`src/rtl/max7219_serial_rx.sv`:
```
// Receive side of the MAX7219-style display serial link: synchronizes din/load/clk,
// shifts in 16-bit frames and mirrors committed writes into a shadow register file.
module max7219_serial_rx #(
  parameter int FRAME_BITS  = 16,
  parameter int SYNC_STAGES = 2
) (
  input  logic        i_clk,
  input  logic        i_reset_n,
  input  logic        i_serial_din,
  input  logic        i_serial_load,
  input  logic        i_serial_clk,
  output logic        o_stb,
  output logic [3:0]  o_addr,
  output logic [7:0]  o_data,
  output logic        o_frame_err,
  output logic [63:0] o_digits,
  output logic [7:0]  o_decode_mode,
  output logic [3:0]  o_intensity,
  output logic [2:0]  o_scan_limit,
  output logic        o_shutdown_n,
  output logic        o_test
);

  // Only the address and data fields are ever used, so the shifter keeps just the
  // last 12 bits; the ignored top nibble of a frame simply falls off the end.
  localparam int KEEP_BITS = 12;

  function automatic logic [4:0] sat_inc(input logic [4:0] cnt);
    return (cnt == 5'd31) ? cnt : cnt + 5'd1;
  endfunction

  logic [SYNC_STAGES-1:0] din_sync, load_sync, sclk_sync;
  logic                   din_p0, load_p0, sclk_p0;
  logic                   load_rise_p0, sclk_rise_p0;
  logic [KEEP_BITS-1:0]   shreg;
  logic [4:0]             bit_cnt;
  logic [3:0]             frm_addr;
  logic [7:0]             frm_data;
  logic [2:0]             digit_sel;
  logic                   frame_ok;

  // Synchronizer chains: bit SYNC_STAGES-1 is the resynchronized level
  always_ff @(posedge i_clk or negedge i_reset_n) begin
    if (!i_reset_n) begin
      din_sync  <= '0;
      load_sync <= '0;
      sclk_sync <= '0;
    end else begin
      din_sync  <= {din_sync[SYNC_STAGES-2:0],  i_serial_din};
      load_sync <= {load_sync[SYNC_STAGES-2:0], i_serial_load};
      sclk_sync <= {sclk_sync[SYNC_STAGES-2:0], i_serial_clk};
    end
  end

  // Edge-detect stage: levels and rise pulses registered together so they stay aligned
  always_ff @(posedge i_clk or negedge i_reset_n) begin
    if (!i_reset_n) begin
      din_p0       <= 1'b0;
      load_p0      <= 1'b0;
      sclk_p0      <= 1'b0;
      load_rise_p0 <= 1'b0;
      sclk_rise_p0 <= 1'b0;
    end else begin
      din_p0       <= din_sync[SYNC_STAGES-1];
      load_p0      <= load_sync[SYNC_STAGES-1];
      sclk_p0      <= sclk_sync[SYNC_STAGES-1];
      load_rise_p0 <= load_sync[SYNC_STAGES-1] & ~load_p0;
      sclk_rise_p0 <= sclk_sync[SYNC_STAGES-1] & ~sclk_p0;
    end
  end

  assign frm_addr  = shreg[11:8];
  assign frm_data  = shreg[7:0];
  assign digit_sel = 3'(frm_addr - 4'd1);
  assign frame_ok  = load_rise_p0 && (bit_cnt == 5'(FRAME_BITS));

  // Shift / commit stage; a load rise outranks a coincident serial-clock rise
  // because load_p0 is already high in that cycle.
  always_ff @(posedge i_clk or negedge i_reset_n) begin
    if (!i_reset_n) begin
      shreg         <= '0;
      bit_cnt       <= '0;
      o_stb         <= 1'b0;
      o_frame_err   <= 1'b0;
      o_addr        <= '0;
      o_data        <= '0;
      o_digits      <= '0;
      o_decode_mode <= '0;
      o_intensity   <= '0;
      o_scan_limit  <= '0;
      o_shutdown_n  <= 1'b0;
      o_test        <= 1'b0;
    end else begin
      o_stb       <= frame_ok;
      o_frame_err <= load_rise_p0 && !frame_ok;
      if (load_rise_p0) begin
        bit_cnt <= '0;
      end else if (sclk_rise_p0 && !load_p0) begin
        shreg   <= {shreg[KEEP_BITS-2:0], din_p0};
        bit_cnt <= sat_inc(bit_cnt);
      end
      if (frame_ok) begin
        o_addr <= frm_addr;
        o_data <= frm_data;
        case (frm_addr)
          4'h1, 4'h2, 4'h3, 4'h4,
          4'h5, 4'h6, 4'h7, 4'h8: o_digits[{digit_sel, 3'b000} +: 8] <= frm_data;
          4'h9:    o_decode_mode <= frm_data;
          4'hA:    o_intensity   <= frm_data[3:0];
          4'hB:    o_scan_limit  <= frm_data[2:0];
          4'hC:    o_shutdown_n  <= frm_data[0];
          4'hF:    o_test        <= frm_data[0];
          default: ;
        endcase
      end
    end
  end

endmodule

```
`config.mk`:
```
export PLATFORM = sky130hd
export DESIGN_NAME = max7219_serial_rx
export DESIGN_NICKNAME = d
export VERILOG_FILES = /design/src/rtl/max7219_serial_rx.sv
export SDC_FILE = /design/constraint.sdc
export NUM_CORES = 1
export LEC_CHECK = 0
export CAP_MARGIN = 25
export CORE_MARGIN = 2
export CORE_UTILIZATION = 40
export DETAILED_ROUTE_END_ITERATION = 10
export MAX_ROUTING_LAYER = met4
export PLACE_DENSITY_LB_ADDON = 0.05
export RECOVER_POWER = 100
export SLEW_MARGIN = 20
export SYNTH_ARGS = -nofsm -noshare
export SYNTH_HDL_FRONTEND = slang
export SYNTH_SLANG_ARGS = --single-unit
export TNS_END_PERCENT = 50
```
`constraint.sdc`:
```
create_clock -name i_clk -period 5 [get_ports i_clk]
set_input_delay 1.5 -clock i_clk [delete_from_list [all_inputs] [get_ports i_clk]]
set_output_delay 1.5 -clock i_clk [all_outputs]
set_load 0.02 [all_outputs]
```
======== Word level (Yosys, flattened, before mapping) ========
Index checks and enable logic that the tools add are counted.
word-level totals
  output and inout bits ................... 95
  word-level logic and storage cells ...... 65
  register bits after elaboration ......... 123
  input port bits ......................... 5
operators by class
  bitwise operators ....................... 5
  muxes and demuxes ....................... 4
  reductions and logical operators ........ 15
  add/sub/neg operators ................... 3
  shift operators ......................... 2
  eq/ne operators ......................... 16
operators by type and width
  kind                    number
  $bwmux 64               1
  $shift 8x8->64 const A  1
  $shiftx 8x8->64         1
  $eq 4x4->1 const B      6
  $eq 4x3->1 const B      4
  $reduce_and 2->1        8
  $mux 5                  3
  $eq 5x5->1 const B      2
  $eq 4x2->1 const B      2
  $neg 6->8               1
  $reduce_or 8->1         1
  $add 5x1->5 const B     1
  $eq 4x1->1 const B      1
  $logic_and 1x1->1       3
  $not 1->1               3
  $sub 3x1->3 const B     1
  $and 1x1->1             2
  $logic_not 1->1         2
  $ne 2x2->1 const B      1
  $reduce_bool 2->1       1

======== Logic depth before layout (Yosys ltp) ========
  word-level depth ........................ 4
  mapped depth ............................ 9
  mapped depth without buffers ............ 7

======== Worst setup path after synthesis ========
No wires, ideal clock.
  kind .................................... reg-to-reg
  from .................................... register shreg[8]
  to ...................................... register o_digits[40]
  path buffers ............................ 1
  library setup time ...................... 0.125 ns
  stages on the path, launching flop included .. 9
  required time ........................... 4.875 ns
  data arrival time ....................... 2.398 ns
  path slack .............................. 2.478 ns
  period minus slack after synthesis ...... 2.522 ns
  path through ............................ dfrtp_1 -> inv_1 -> ha_1 -> xnor2_1 -> ha_1 -> nand2b_1 -> or4_1 -> clkbuf_1 -> mux2_2
between the ends
  longest elaborated chain between the ends .. 4
  elaborated cells between the ends (all ways) .. 15
  classes of those cells .................. add/sub: 2; eq/ne: 8; shift: 2; mux: 1; reduce/logical: 2
RTL lines
  what                                               line  RTL
  from (decl)                                        35    logic [KEEP_BITS-1:0] shreg;
  from (signal assigned)                             99    shreg <= {shreg[KEEP_BITS-2:0], din_p0};
  $sub 3x1->3                                        74    assign digit_sel = 3'(frm_addr - 4'd1);
  $neg 6->8                                          107   4'h5, 4'h6, 4'h7, 4'h8: o_digits[{digit_sel, 3'b000} +: 8] <= frm_data;
  $shiftx 8x8->64 or $shift 8x8->64 (tied branches)  107
  $bwmux 64                                          107
  to (signal, indexed assignment)                    107
  to (decl)                                          16    output logic [63:0] o_digits,
Parallel ways exist; a longest one is shown, timed or not.
A chain may end at the register's enable or synchronous reset.

======== Worst setup path in the final report ========
  from .................................... register bit_cnt[0]
  to ...................................... register o_digits[14]
between the ends
  longest elaborated chain between the ends .. 3
RTL lines
  what                        line  RTL
  from (decl)                 36    logic [4:0] bit_cnt;
  from (signal assigned)      100   bit_cnt <= sat_inc(bit_cnt);
  $eq 5x5->1                  75    assign frame_ok = load_rise_p0 && (bit_cnt == 5'(FRAME_BITS));
  $logic_and 1x1->1           75
  $reduce_and 2->1 (no line)  n/a
No other way between the ends.

==> impl_summary.txt <==
----------------------------------------------------
[Run status]
  Run status ... complete, but fails checks
  Violated checks ... max-capacitance violations, max-slew violations

[Place]
  Area post-placement ... 6162 um2
  Port Buffers ... 99
  Weighted congestion reported at the end of routability-driven placement ... 0.7986
  Half-perimeter wire length of the detailed placement result ... 7427 um
  Placed instance count ... 617

[Die]
  Effective utilization at floorplan ... 41.37%
  Die Y-Extent ... 115.9 um
  Full die area ... 13440 um2
  Standard cell core area ... 12110 um2
  Width of the die ... 115.9 um
  Top-level port count ... 100
  Std-Cell Rows ... 40

[Worst setup path]
  R2R depth ... 6
  Setup crit start ... bit_cnt[0]
  R2R Path Start ... bit_cnt[0]
  Worst setup EP type ... flop
  Highest net fanout along the worst path ... 21
  Critical Path RT ... 5290 ps
  Critical path data arrival time ... 3830 ps
  Startpoint types ... flop
  Type of the worst setup path ... reg -> reg

[Pwr]
  Switching power of the nets ... 569.2 uW
  Clock power frac ... 46.5%
  Net switching fraction of the power ... 24.51%
  Internal portion of total power ... 1753 uW
  Sequential share of power ... 48.8%
  Static Leakage ... 0.003523 uW
  VDD IR max ... 0.1786 mV
  Power density normalized to cell area ... 348.7 nW/um2
  Combinational fraction of design power ... 4.7%

[Synth]
  Top-area cell type share of the netlist area ... 61.42%
  Summed instance area of the synthesized netlist ... 5011 um2
  Seq/Total Area, Yosys ... 61.42%
  Instance count of the mapped netlist ... 361
  Synth area leaders ... sky130_fd_sc_hd__dfrtp_1 61%, sky130_fd_sc_hd__mux2_2 20%, sky130_fd_sc_hd__and2_1 3.4%
  Synthesis warning total ... 0
  Count of state elements after synthesis ... 123
  Top cell type by total area after synthesis ... sky130_fd_sc_hd__dfrtp_1
  Count of distinct cell types in the synthesized netlist ... 33
  Total nets after synthesis ... 377
  Post-Syn Area per Cell ... 13.88 um2

[Worst hold path]
  Startpoint of the lowest-slack hold path ... sclk_sync[0]
  Hold Crit Depth ... 0
  Worst hold path class ... reg -> reg

[Job]
  MaxCap Viol Count ... 3

[Timing]
  F_max ... 282.9 MHz
  Final clock skew ... 4.575 ps
  Final setup viols ... 0
  Worst slew margin relative to its limit ... -13.12%
  Total count of hold-check failures in the final report ... 0
  Setup TNS ... 0 ps
  Final max-slew violation count ... 48
  Tcrit/Tclk final ... 70.69%
  Time the worst path needs with I/O delays and setup ... 3535 ps
  Tightest Pin Transition ... 1681 ps
  RSZ-0062 raised after global routing ... no

[Route]
  Remaining antenna violation count ... 0
  Routed wirelength normalized by instance count ... 17.26 um
  Ratio of routed vias to standard cells ... 4.815
  DR vias ... 3125
  Detailed-route wire length ... 11200 um
  Initial DRC Count ... 170
  Length of the first detailed-routing pass in iterations ... 4
  # DRC ... 0

[GRT]
  Global-route wire length before repair ... 17940 um
  Total global routing track utilization ... 18.78%
  Largest net degree at the start of global routing ... 76
  Global-route congestion overflow total ... 0
  Via count of the first global-routing pass ... 3328
  Initial antenna violation count ... 0

[Layout]
  Final instance area ... 6658 um2
  Commonest non-fill, non-tap cells in the layout ... 123 x sky130_fd_sc_hd__dfrtp_1, 98 x sky130_fd_sc_hd__dlygate4sd3_1, 87 x sky130_fd_sc_hd__mux2_2
  Most common library cell in the layout ignoring fill and taps ... sky130_fd_sc_hd__dfrtp_1
  Area Growth Syn to Fin ... 32.86%
  Ant diodes ... 0
  Share of final-layout standard cells stronger than drive strength 1 ... 24.53%
  Final cell utilization of the core ... 54.97%
  Post-layout net count ... 485
  Finished Layout Cells ... 649

[CTS]
  Root cell of the clock tree ... sky130_fd_sc_hd__clkbuf_16
  Number of buffers added by the clock tree synthesis step ... 17
  Insertion delay to the later sink of the worst-skew pair ... 410 ps
  Maximum count of clock buffers along a single path ... 2
  Gates resized, CTS repair ... 0
  Clock transition at path regs ... 50 ps
  # hold bufs at CTS ... 0
  Deepest level of the CTS H-tree ... 4
  TritonCTS clock tree ... done
  Buffer count from post-CTS setup fixing ... 0
  Count of clock tree sinks ... 123

----------------------------------------------------
==> routing by layer <==
metal  vias to the layer above  global-route usage (%)  share of wire [%]
met3                        13                   5.544                5.4
met2                        84                   27.25                 46
met5                         -                       -                  0
li1                       1451                       -                  -
met4                         0                   6.905                1.6
met1                      1577                   25.11                 47
==> path summary, 6_finish.rpt <==
kind,slack [ps],to
worst min-delay path,350,sclk_sync[1]
max in group asynchronous,1640,o_digits[5]
worst max register to register,1470,o_digits[14]
worst max-delay path,1470,o_digits[14]
min in group asynchronous,1350,o_digits[17]
worst min register to register,350,sclk_sync[1]
==> stage by stage <==
step / hold slack (ps) / setup WS (ps) / total power (uW)
final: 347.8 / 1465 / 2322
after global placement: 338.0 / 2041 / 1262
after CTS: 349.6 / 2060 / 2360
after global routing: 354.3 / 1061 / 2424
after floorplan: 331.2 / 2478 / 1165
after detailed placement: 339.5 / 2088 / 1267
==> cell families (layout without fill, tap and decap cells) <==
family / count (synthesis) / count (layout) / share of synthesized area, %
AOI/OAI and AO/OA: 9 / 9 / 1.148
xor gates and xnor gates: 5 / 5 / 0.8741
adders and majority gates: 11 / 11 / 2.747
buffers and inverters: 22 / 142 / 2.022
DFF: 123 / 123 / 61.42
muxes: 91 / 91 / 20.50
and+or+nand+nor: 100 / 100 / 11.29
==> registers in the layout, summed over array words and instances, names as in the netlist <==
signal / cells
o_test: 1
o_stb: 1
o_intensity: 4
load_rise_p0: 1
o_addr: 4
o_digits: 64
load_sync: 2
shreg: 12
din_sync: 2
o_decode_mode: 8
sclk_rise_p0: 1
load_p0: 1
din_p0: 1
bit_cnt: 5
sclk_sync: 2
o_frame_err: 1
sclk_p0: 1
o_shutdown_n: 1
o_scan_limit: 3
o_data: 8
==> cells in the mapped netlist, drive strengths merged <==
master,instances
and3,1
nor2,7
inv,7
nor3,1
nand4,3
o21ai,6
nor4,4
or2,1
and2,27
clkbuf,9
nor2b,4
mux2i,1
nand4bb,1
buf,6
ha,11
nand3,2
xnor2,2
nand2,39
a21oi,1
nand4b,1
a211oi,1
or4,4
a2bb2oi,1
nand2b,3
dfrtp,123
mux2,90
xor2,3
nor3b,2
==> final cells by class <==
class	count	area [um2]
Inverter	7	26.28
Sequential cell	123	3078
Timing Repair Buffer	104	1027
Clock inverter	8	43.79
Clock buffer	23	488.0
Multi-Input combinational cell	216	1784
Fill cell	1086	5454
Tap cell	168	210.2
==> power groups by stage <==
stage / Sequential, uW / Clock [uW] / Combinational [uW]
2_1_floorplan: 1070 / 0 / 98.7
3_3_place_gp: 1150 / 0 / 111
3_5_place_dp: 1150 / 0 / 114
4_1_cts: 1140 / 1110 / 114
5_1_grt: 1140 / 1160 / 124
6_report: 1130 / 1080 / 109
==> critical path, stage by stage (launching register included) <==
cell	delay, ps
sky130_fd_sc_hd__dfrtp_1	420
sky130_fd_sc_hd__inv_1	80
sky130_fd_sc_hd__ha_1	140
sky130_fd_sc_hd__nand4bb_1	210
sky130_fd_sc_hd__or2_0	620
sky130_fd_sc_hd__nor4_1	1500
sky130_fd_sc_hd__mux2_2	440
Power figures use the tool's default switching activity.
==> variant: new RTL, same flow settings <==
Change the parameter `SYNC_STAGES` from 2 to 4.
--- a/src/rtl/max7219_serial_rx.sv
+++ b/src/rtl/max7219_serial_rx.sv
@@ -2,7 +2,7 @@
 // shifts in 16-bit frames and mirrors committed writes into a shadow register file.
 module max7219_serial_rx #(
   parameter int FRAME_BITS  = 16,
-  parameter int SYNC_STAGES = 2
+  parameter int SYNC_STAGES = 4
 ) (
   input  logic        i_clk,
   input  logic        i_reset_n,
Function: changed (a bounded check fails within 10 cycles, from zero or initial values and one cycle with i_reset_n low).
==> variant against the unedited design <==
The flow still finishes with violations (max-capacitance violations, max-slew violations); utilization increased by 0.11 points; setup slack better by 0.096 ns; count of clock-buffer cells in the layout fell by 4; cell area is 4.4% higher; sequential cell count up 6; die area grew 2.9%; wire length up 2.9%; area after synthesis up 3.0%; total power increased by 15%; critical path type is now in2async.
==> variant: results (changes against the unedited design) <==
.. list-table::
   :header-rows: 1

   * - Metric
     - Value
   * - Global-route track usage on met3
     - 5.814% (+0.27 points)
   * - Multiplexer share of the synthesized area
     - 19.90% (-0.60 points)
   * - Aggregate negative setup slack
     - 0 ns (unchanged)
   * - Most frequent cells after synthesis
     - 129 x sky130_fd_sc_hd__dfrtp_1, 89 x sky130_fd_sc_hd__mux2_2, 39 x sky130_fd_sc_hd__nand2_1
   * - Nets in the synthesized netlist
     - 383 (+1.6%)
   * - Register area share after synthesis
     - 62.55% (+1.1 points)
   * - Xor/xnor cell area share of the yosys netlist
     - 0.8485% (-0.025 points)
   * - Count of placed standard cells including taps
     - 626 (+1.5%)
   * - Slowest cell on the critical path
     - sky130_fd_sc_hd__clkbuf_2
   * - Max-capacitance violation count
     - 1 (-2)
   * - Maximum number of pins on one net before global-route repair
     - 78 (+2.6%)
   * - Total routing usage reported by global routing
     - 18.74% (-0.045 points)
   * - Clock share of power
     - 52.4% (+5.9 points)
   * - Net count of the finished layout
     - 490 (+1.0%)
   * - Outcome
     - finished with violations
   * - Arrival time worst endpoint
     - 3.58 ns (-0.25 ns)
   * - Share of total power consumed by net switching
     - 22.44% (-2.1 points)
   * - Leakage dissipation
     - 3.632 nW (+3.1%)
   * - Met3 Wirelength
     - 699 um (+16%)
   * - Post-DP HPWL
     - 7.556 mm (+1.7%)
   * - Total vias in the final route
     - 3188 (+2.0%)
   * - Biggest power consumer among the groups
     - clock
   * - Met2 Track Usage GR
     - 27.89% (+0.64 points)
   * - Met1 routed wirelength after detailed routing
     - 5.278 mm (+0.82%)
   * - Count of placed standard cells in the final layout, fillers left out
     - 659 (+1.5%)
   * - Met2 routed wirelength
     - 5.342 mm (+3.2%)
   * - Cell types occupying the most area after synthesis
     - sky130_fd_sc_hd__dfrtp_1 63%, sky130_fd_sc_hd__mux2_2 19%, sky130_fd_sc_hd__and2_1 3.3%
   * - Number of DRC violations after detailed-routing iteration 0
     - 110 (-35%)
   * - Mapped Cells
     - 367 (+1.7%)
   * - Failing checks
     - max-capacitance violations, max-slew violations
   * - First-pass GRT wire length
     - 19.23 mm (+7.2%)
   * - Maximum fanout count along the critical path
     - 77 (+270%)
   * - Clk. pwr
     - 1.40 mW (+30%)
   * - Slew of the pin with the lowest slew margin
     - 1.944 ns (+0.2623 ns)
   * - Final weighted congestion in routability-driven placement
     - 0.7739 (-3.1%)
   * - Kind of cell adding the most delay to the critical path
     - buffers and inverters
   * - Post-place instance area
     - 6322 um2 (+2.6%)
   * - Count of pins over their slew limit
     - 78 (+63%)
   * - Layout cells sized above 1
     - 25.46% (+0.93 points)
variant: cell count changes after synthesis, sizes merged:
cell,delta
dfrtp,+6
variant: kinds of logic after synthesis:
kind of cell / after synthesis
DFF: 129
xor gates and xnor gates: 5
and+or+nand+nor: 100
muxes: 91
buffers and inverters: 22
AOI/OAI and AO/OA: 9
adders and majority gates: 11
variant: layout make-up:
type                    instances  area, um2
well taps                     172      215.2
fillers                      1138       5669
repair buffers                103       1005
multi-input cells             216       1799
clock inverters                13      234.0
flip-flops and latches        129       3228
clock buffers                  19      442.9
inverters                       7      26.28
variant: final timing paths:
check	from	endpoint	slack, ns	cells after the start
max in group i_clk	shreg[8]	o_digits[28]	1.80	8
worst max register to register	shreg[8]	o_digits[28]	1.80	8
worst max-delay path	i_reset_n	o_decode_mode[5]	1.56	2
min in group asynchronous	i_reset_n	o_frame_err	1.11	1
worst min-delay path	din_sync[3]	din_p0	0.35	0
worst min register to register	din_sync[3]	din_p0	0.35	0
